File: config.mk
export PLATFORM = sky130hd
export DESIGN_NAME = seq_det_1011
export DESIGN_NICKNAME = d
export VERILOG_FILES = /design/src/rtl/seq_det_1011_pkg.sv /design/src/rtl/seq_det_1011_sat_counter.sv /design/src/rtl/seq_det_1011.sv
export SDC_FILE = /design/constraint.sdc
export NUM_CORES = 1
export LEC_CHECK = 0
export BUFFER_PORTS_ARGS = -buffer_cell sky130_fd_sc_hd__buf_2
export CAP_MARGIN = 20
export CORE_AREA = 2 2 43 45
export DETAILED_ROUTE_END_ITERATION = 12
export DIE_AREA = 0 0 45 47
export PLACE_DENSITY = 0.76
export SLEW_MARGIN = 20
export SYNTH_ARGS = -nofsm -noshare
export SYNTH_HDL_FRONTEND = slang
export SYNTH_SLANG_ARGS = --single-unit
export TNS_END_PERCENT = 30
File: constraint.sdc
create_clock -name clk -period 1.8 [get_ports clk]
set_input_delay 0.36 -clock clk [delete_from_list [all_inputs] [get_ports clk]]
set_output_delay 0.36 -clock clk [all_outputs]
set_load 0.01 [all_outputs]
File: src/rtl/seq_det_1011_pkg.sv
// Shared definitions for the 1011 serial pattern detector.
//   state_t    : 3-bit FSM encoding, S_IDLE=0 .. S_1011=4
//   PATTERN    : the detected bit pattern, oldest bit in the MSB
//   next_state : transition function for one sampled bit
package seq_det_1011_pkg;

  typedef enum logic [2:0] {
    S_IDLE = 3'd0,
    S_1    = 3'd1,
    S_10   = 3'd2,
    S_101  = 3'd3,
    S_1011 = 3'd4
  } state_t;

  localparam logic [3:0] PATTERN = 4'b1011;

  // overlap only matters on the way out of S_1011: with overlap the
  // trailing "1" of a match is reused as the first bit of the next one.
  function automatic state_t next_state(input state_t s, input logic d,
                                        input logic overlap);
    state_t n;
    n = S_IDLE;
    unique case (s)
      S_IDLE: n = d ? S_1    : S_IDLE;
      S_1:    n = d ? S_1    : S_10;
      S_10:   n = d ? S_101  : S_IDLE;
      S_101:  n = d ? S_1011 : S_10;
      S_1011: n = d ? S_1    : (overlap ? S_10 : S_IDLE);
      default: n = S_IDLE;
    endcase
    return n;
  endfunction

endpackage

File: src/rtl/seq_det_1011_sat_counter.sv
// Saturating up-counter with synchronous clear.
//   clk     : rising-edge clock
//   reset_n : synchronous active-low reset, count -> 0
//   clr     : synchronous clear, wins over inc
//   inc     : add one unless already all-ones
//   count   : current value, never wraps
module seq_det_1011_sat_counter #(
  parameter int CNT_W = 4
) (
  input  logic             clk,
  input  logic             reset_n,
  input  logic             clr,
  input  logic             inc,
  output logic [CNT_W-1:0] count
);

  always_ff @(posedge clk) begin
    if (!reset_n) begin
      count <= '0;
    end else if (clr) begin
      count <= '0;
    end else if (inc && (count != {CNT_W{1'b1}})) begin
      count <= count + 1'b1;
    end
  end

endmodule

File: src/rtl/seq_det_1011.sv
// Serial 1011 detector (Moore FSM) with match pulse, saturating match
// count and a shift register of the most recent input bits.
//   clk     : rising-edge clock
//   reset_n : synchronous active-low reset
//   en      : sample enable, all state holds when low
//   d       : serial data bit
//   overlap : 1 = overlapping matches, 0 = restart after each match
//   clr     : synchronous clear of the match count only
//   match   : registered one-cycle detection pulse
//   count   : saturating number of detections
//   hist    : last HIST_W sampled bits, LSB newest
//
// state  | meaning
// S_IDLE | no useful prefix seen
// S_1    | prefix "1"
// S_10   | prefix "10"
// S_101  | prefix "101"
// S_1011 | full pattern just received
module seq_det_1011
  import seq_det_1011_pkg::*;
#(
  parameter int CNT_W  = 4,
  parameter int HIST_W = 8
) (
  input  logic              clk,
  input  logic              reset_n,
  input  logic              en,
  input  logic              d,
  input  logic              overlap,
  input  logic              clr,
  output logic              match,
  output logic [CNT_W-1:0]  count,
  output logic [HIST_W-1:0] hist
);

  state_t state;
  state_t state_nxt;
  logic   match_nxt;

  always_comb begin
    state_nxt = next_state(state, d, overlap);
    match_nxt = en && (state_nxt == S_1011);
  end

  always_ff @(posedge clk) begin
    if (!reset_n) begin
      state <= S_IDLE;
      match <= 1'b0;
      hist  <= '0;
    end else begin
      // match is a pulse: it drops whenever en is low, even while the
      // FSM is parked in S_1011.
      match <= match_nxt;
      if (en) begin
        state <= state_nxt;
        hist  <= {hist[HIST_W-2:0], d};
      end
    end
  end

  seq_det_1011_sat_counter #(
    .CNT_W (CNT_W)
  ) u_cnt (
    .clk     (clk),
    .reset_n (reset_n),
    .clr     (clr),
    .inc     (match_nxt),
    .count   (count)
  );

endmodule

==> results.yml, run 1 <==
status:
  status: "complete, no violations"
timing:
  tns_ps: 0
  worst_pin_slew_ps: 221
  maxSlewViolCount: 0
  finalCritPeriodShare_pct: 81.1
  hold-worst-slack_ps: 378
  max-slew-margin-rel_pct: 85.2
  layout_min_cycle_time_ps: 1460
  clock-skew-final_ps: 2.25
  finalSetupViolCount: 0
  fmaxAchievable_ghz: 0.685
  hold_viol: 0
  rsz0062_at_grt: "no"
  layout_setup_ws_ps: 341
logic_synthesis:
  yosys_warnings: 0
  synth_area_per_cell_sq_um: 10.3
  mappedNetlistArea_sq_um: 702
  synth-main-ff-cell: "dfxtp_1"
  synthSimpleGateAreaFrac_pct: 26.4
  synth_mux_area_share_pct: 9.98
  synth_cell_types: 26
  yosys.area_share.adder_pct: 1.78
  ys_seq_elements: 16
  synth_common_cells: "dfxtp_1, nor2b_1, mux2i_1"
  synth-edff-count: 0
  synth_top_family_by_area: "simple AND/OR/NAND/NOR gates"
  yosys-top-cells-area: "dfxtp_1, mux2i_1, nor2b_1"
  syn-num-nets: 75
  synthArstFlopShare_pct: 0
  synth_top_cell_by_area: "dfxtp_1"
  syn_inst: 68
  synth_xor_area_share_pct: 0
  netlist.area_leader.share_pct: 45.6
  synth.most_common_cell: "dfxtp_1"
  synth_compound_area_share_pct: 15.0
  ys_seq_area_share_pct: 45.6
pwr:
  powerDensity_nw_per_um2: 764
  leakagePower_nw: 0.397
  ir_drop_uv: 331
cts:
  cts.sinks: 16
  cts_tree: "done"
  cts-htree-levels: 1
  cts.path.max_buffers: 2
  cts_hold_buffers: 0
  cts_resized: 0
  clock_latency_ps: 280
  clkTransAtPathRegs_ps: 90
  cts_buffers: 3
  cts-root-buf: "clkbuf_4"
  post-cts-setup-buffers: 0
setup_path:
  path_class: "register to register"
  cp_top_family: "simple AND/OR/NAND/NOR gates"
  required_ps: 2020
  cp-endpoint: "u_cnt.count[0]$_SDFFE_PP0P_"
  critPathCaptureType: "register"
  cp_max_fo: 5
  cpMaxStageDelayCell: "or4_1"
  start_kind: "register"
  r2r-end: "u_cnt.count[0]$_SDFFE_PP0P_"
  r2r_setup_slack_ps: 340
  cpPeakStageDelay_ps: 410
  cp.arrival_ps: 1680
  cp-startpoint: "u_cnt.count[0]$_SDFFE_PP0P_"
  r2r_start: "u_cnt.count[0]$_SDFFE_PP0P_"
  cp.depth: 4
  reg2reg_depth: 4
  timing.critical_path.buf_inv: 0
  crit_chain: "ha_1, and3_1, or4_1, a21oi_1"
detailed_routing:
  viasPerCell: 5.56
  drc: 0
  antenna_left: 0
  first_pass_iters: 2
  vias: 589
  wl_per_cell_microns: 13.1
  routed_wl_microns: 1390
  drtIter0Drc: 2
final_layout:
  num_antenna_cells: 0
  fin_nets: 97
  area_growth_pct: 20.9
  drive_above_1_share_pct: 30.3
  final_util_pct: 51.4
  fillers: 168
floorplan:
  die_y_microns: 47
  die_x_microns: 45
  num_rows: 15
  start_util_pct: 42.5
  die-area_sq_um: 2120
  core_region_area_sq_um: 1650
  io_pins: 19
grt:
  grt_antenna_before_repair: 0
  grt_max_degree: 14
  grt_pass1_vias: 553
  grt.total_usage_pct: 15.7
  gr-total-overflow: 0
  grt_pass1_wl_microns: 2360
flow_run:
  cap_violations: 0
placed_design:
  gp_congestion: 0.822
  pre_cts_slack_ps: 370
  place_hpwl_microns: 1060
  numPortBuffers: 18
worst_hold_path:
  min_from: "en"
  hold_class: "input pin to register"
[per-stage QoR]
stage / power [W] / cell area (sq um) / instances
after floorplan: 0.000404 / 702 / 68
after global placement: 0.000421 / 812 / 102
after detailed placement: 0.000423 / 812 / 102
after CTS: 0.000657 / 848 / 106
after global routing: 0.000682 / 848 / 106
final: 0.000648 / 848 / 106
[layout make-up]
class                   instances  area (sq um)  area share, %
multi-input cells              50           373           44.0
clock buffers                   4          36.3           4.28
repair buffers                 19          97.6           11.5
well taps                      17          21.3           2.51
flip-flops and latches         16           320           37.8
[routing by layer]
layer | global-route usage, % | vias up | wire length (microns)
li1 | - | 293 | -
met4 | 7.65 | 0 | 0
met1 | 16.3 | 280 | 604
met2 | 28.0 | 16 | 712
met3 | 5.77 | 0 | 74
met5 | 0 | - | 0
[cell usage in the layout (no fill, tap or decap), drive strengths merged, types with 2 or more instances in the layout]
cell type	Yosys	final
a21oi	3	3
a311oi	2	2
a31oi	3	3
and3	3	3
buf	1	19
clkbuf	1	4
dfxtp	16	16
mux2i	7	7
nand2	3	3
nand2b	2	2
nor2	2	2
nor2b	10	10
o31ai	2	2
[logic make-up (layout without fill, tap and decap cells)]
group / count (synthesis) / in the layout
muxes: 7 / 7
AOI/OAI and AO/OA: 15 / 15
and+or+nand+nor: 27 / 27
buffers and inverters: 2 / 23
DFF: 16 / 16
adders and majority gates: 1 / 1
[worst register-to-register path: cells and delay by family, from the launching register on]
kind | cells | cell delay (ps)
AND/OR/NAND/NOR | 2 | 640
flip-flops | 1 | 360
adder cells (fa/ha/maj) | 1 | 250
AO/OA/AOI/OAI | 1 | 150
[flip-flops by register name, summed over array words and instances, names as in the netlist]
signal and count:
hist 8, u_cnt.count 4, state 3, match 1
[worst min-delay path by stage]
| stage | end | slack (ps) | cells after the start |
|---|---|---|---|
| after global routing | state[1]$_SDFFE_PN0P_ | 390 | 2 |
| final | state[1]$_SDFFE_PN0P_ | 380 | 2 |
| after detailed placement | hist[0]$_SDFFE_PN0P_ | 490 | 2 |
| after floorplan | state[1]$_SDFFE_PN0P_ | 480 | 2 |
| after global placement | u_cnt.count[0]$_SDFFE_PP0P_ | 490 | 2 |
| after CTS | state[1]$_SDFFE_PN0P_ | 370 | 2 |
[power breakdown]
group	switching (W)	internal, W	total [W]
logic	0.0000248	0.0000231	0.0000479
registers	0.00000652	0.000360	0.000366
clock network	0.000111	0.000123	0.000234
Power figures use the tool's default switching activity.
==> run 2, diff against run 1 <==
==> constraint.sdc (replaced) <==
create_clock -name clk -period 1.49 [get_ports clk]
set_input_delay 0.298 -clock clk [delete_from_list [all_inputs] [get_ports clk]]
set_output_delay 0.298 -clock clk [all_outputs]
set_load 0.01 [all_outputs]
==> run 2 against run 1 <==
  * Power grew 19%
  * Final area grew 0.29%
  * Register-to-register slack lost 250 ps
  * Routed wire length shrank 6.2%
  * Via count shrank 3.6%
  * Sequential power grew 21%
  * Sequential cell count is the same
  * Critical endpoint unchanged
  * Largest power group unchanged
==> results.yml, run 2 (synthesis gave the netlist of run 1 again) <==
detailed_routing:
  vias: 568
  wl_per_cell_microns: 12.3
  viasPerCell: 5.36
  drc: 0
  antenna_left: 0
  routed_wl_microns: 1300
  drtIter0Drc: 3
  first_pass_iters: 3
floorplan:
  start_util_pct: 42.5
  die_y_microns: 47
  core_region_area_sq_um: 1650
  num_rows: 15
  die_x_microns: 45
  die-area_sq_um: 2120
  io_pins: 19
final_layout:
  reg_top3: "hist (8), u_cnt.count (4), state (3)"
  fin_nets: 97
  drive_above_1_share_pct: 31.5
  final_cell_mix: "buf_2, dfxtp_1, nor2b_1"
  largest_reg_flops: 8
  num_antenna_cells: 0
  seq_area_sq_um: 320
  multiInputGateArea_sq_um: 375
  final_common_cell: "buf_2"
  area_growth_pct: 21.2
  top_register: "hist"
  fillers: 165
timing:
  rsz0062_at_grt: "no"
  layout_setup_ws_ps: 86.9
  hold_viol: 0
  finalCritPeriodShare_pct: 94.2
  layout_min_cycle_time_ps: 1400
  maxSlewViolCount: 0
  fmaxAchievable_ghz: 0.713
  worst_pin_slew_ps: 232
  max-slew-margin-rel_pct: 84.5
  tns_ps: 0
  finalSetupViolCount: 0
  clock-skew-final_ps: 2.03
cts:
  cts_buffers: 3
  cts-htree-levels: 1
  clkTransAtPathRegs_ps: 90
  cts_tree: "done"
  post-cts-setup-buffers: 0
  cts-root-buf: "clkbuf_4"
  cts.path.max_buffers: 2
  cts.sinks: 16
  clock_latency_ps: 280
setup_path:
  path_class: "register to register"
  critPathCaptureType: "register"
  cp.arrival_ps: 1620
  start_kind: "register"
  cp_max_fo: 5
  required_ps: 1710
grt:
  grt_pass1_vias: 537
  grt.total_usage_pct: 14.3
  grt_pass1_wl_microns: 2220
  grt_max_degree: 14
  grt_antenna_before_repair: 0
  gr-total-overflow: 0
pwr:
  leakagePower_nw: 0.393
  powerDensity_nw_per_um2: 909
  ir_drop_uv: 612
placed_design:
  gp_congestion: 0.804
  pre_cts_slack_ps: 56.4
  numPortBuffers: 18
worst_hold_path:
  hold_class: "input pin to register"
flow_run:
  cap_violations: 0
status:
  status: "complete, no violations"
## run 2: final cells by class
type / instances / area share (%)
Multi-Input combinational cell: 50 / 44.1
Clock buffer: 4 / 4.26
Tap cell: 17 / 2.50
Timing Repair Buffer: 19 / 11.5
Sequential cell: 16 / 37.6
## run 2: worst paths after layout
path                                     from  depth (start not counted)  slack (ps)                           to
setup / recovery  u_cnt.count[0]$_SDFFE_PP0P_                          4          90  u_cnt.count[0]$_SDFFE_PP0P_
hold / removal                             en                          2         280        state[1]$_SDFFE_PN0P_
setup reg to reg  u_cnt.count[0]$_SDFFE_PP0P_                          4          90  u_cnt.count[0]$_SDFFE_PP0P_
hold reg to reg          hist[0]$_SDFFE_PN0P_                          2         500         hist[0]$_SDFFE_PN0P_
## run 2: repair_timing
item	in CTS	in global routing
resized for setup	0	1
hold buffers	0	0
endpoints found under the setup margin	0	1
## run 2: power by group
group	switching (W)	internal [W]
registers	0.00000738	0.000434
logic	0.0000296	0.0000279
clock network	0.000125	0.000148
total	0.000162	0.000611
## run 2: worst max-delay path, cell delays in order (launching register included)
cell and delay [ps]:
dfxtp_1 350, ha_2 220, and3_1 220, or4_1 410, a21oi_1 150
## run 2: through the flow
| stage | util [%] | cells | total power (W) | hold WS, ps | area (sq um) |
|---|---|---|---|---|---|
| 2_1_floorplan | - | 68 | 0.000488 | 436 | 702 |
| 3_3_place_gp | 49.2 | 102 | 0.000508 | 480 | 812 |
| 3_5_place_dp | 49.2 | 102 | 0.000510 | 493 | 812 |
| 4_1_cts | 51.4 | 106 | 0.000786 | 269 | 848 |
| 5_1_grt | 51.5 | 106 | 0.000808 | 303 | 851 |
| 6_report | 51.5 | 106 | 0.000773 | 279 | 851 |
## run 2: routing by layer
metal / vias up / track usage [%] / routed length, microns
met2: 14 / 24.0 / 633
met1: 260 / 17.6 / 600
met3: 2 / 2.69 / 63
li1: 292 / - / -
met4: 0 / 7.06 / 6
met5: - / 0 / 0
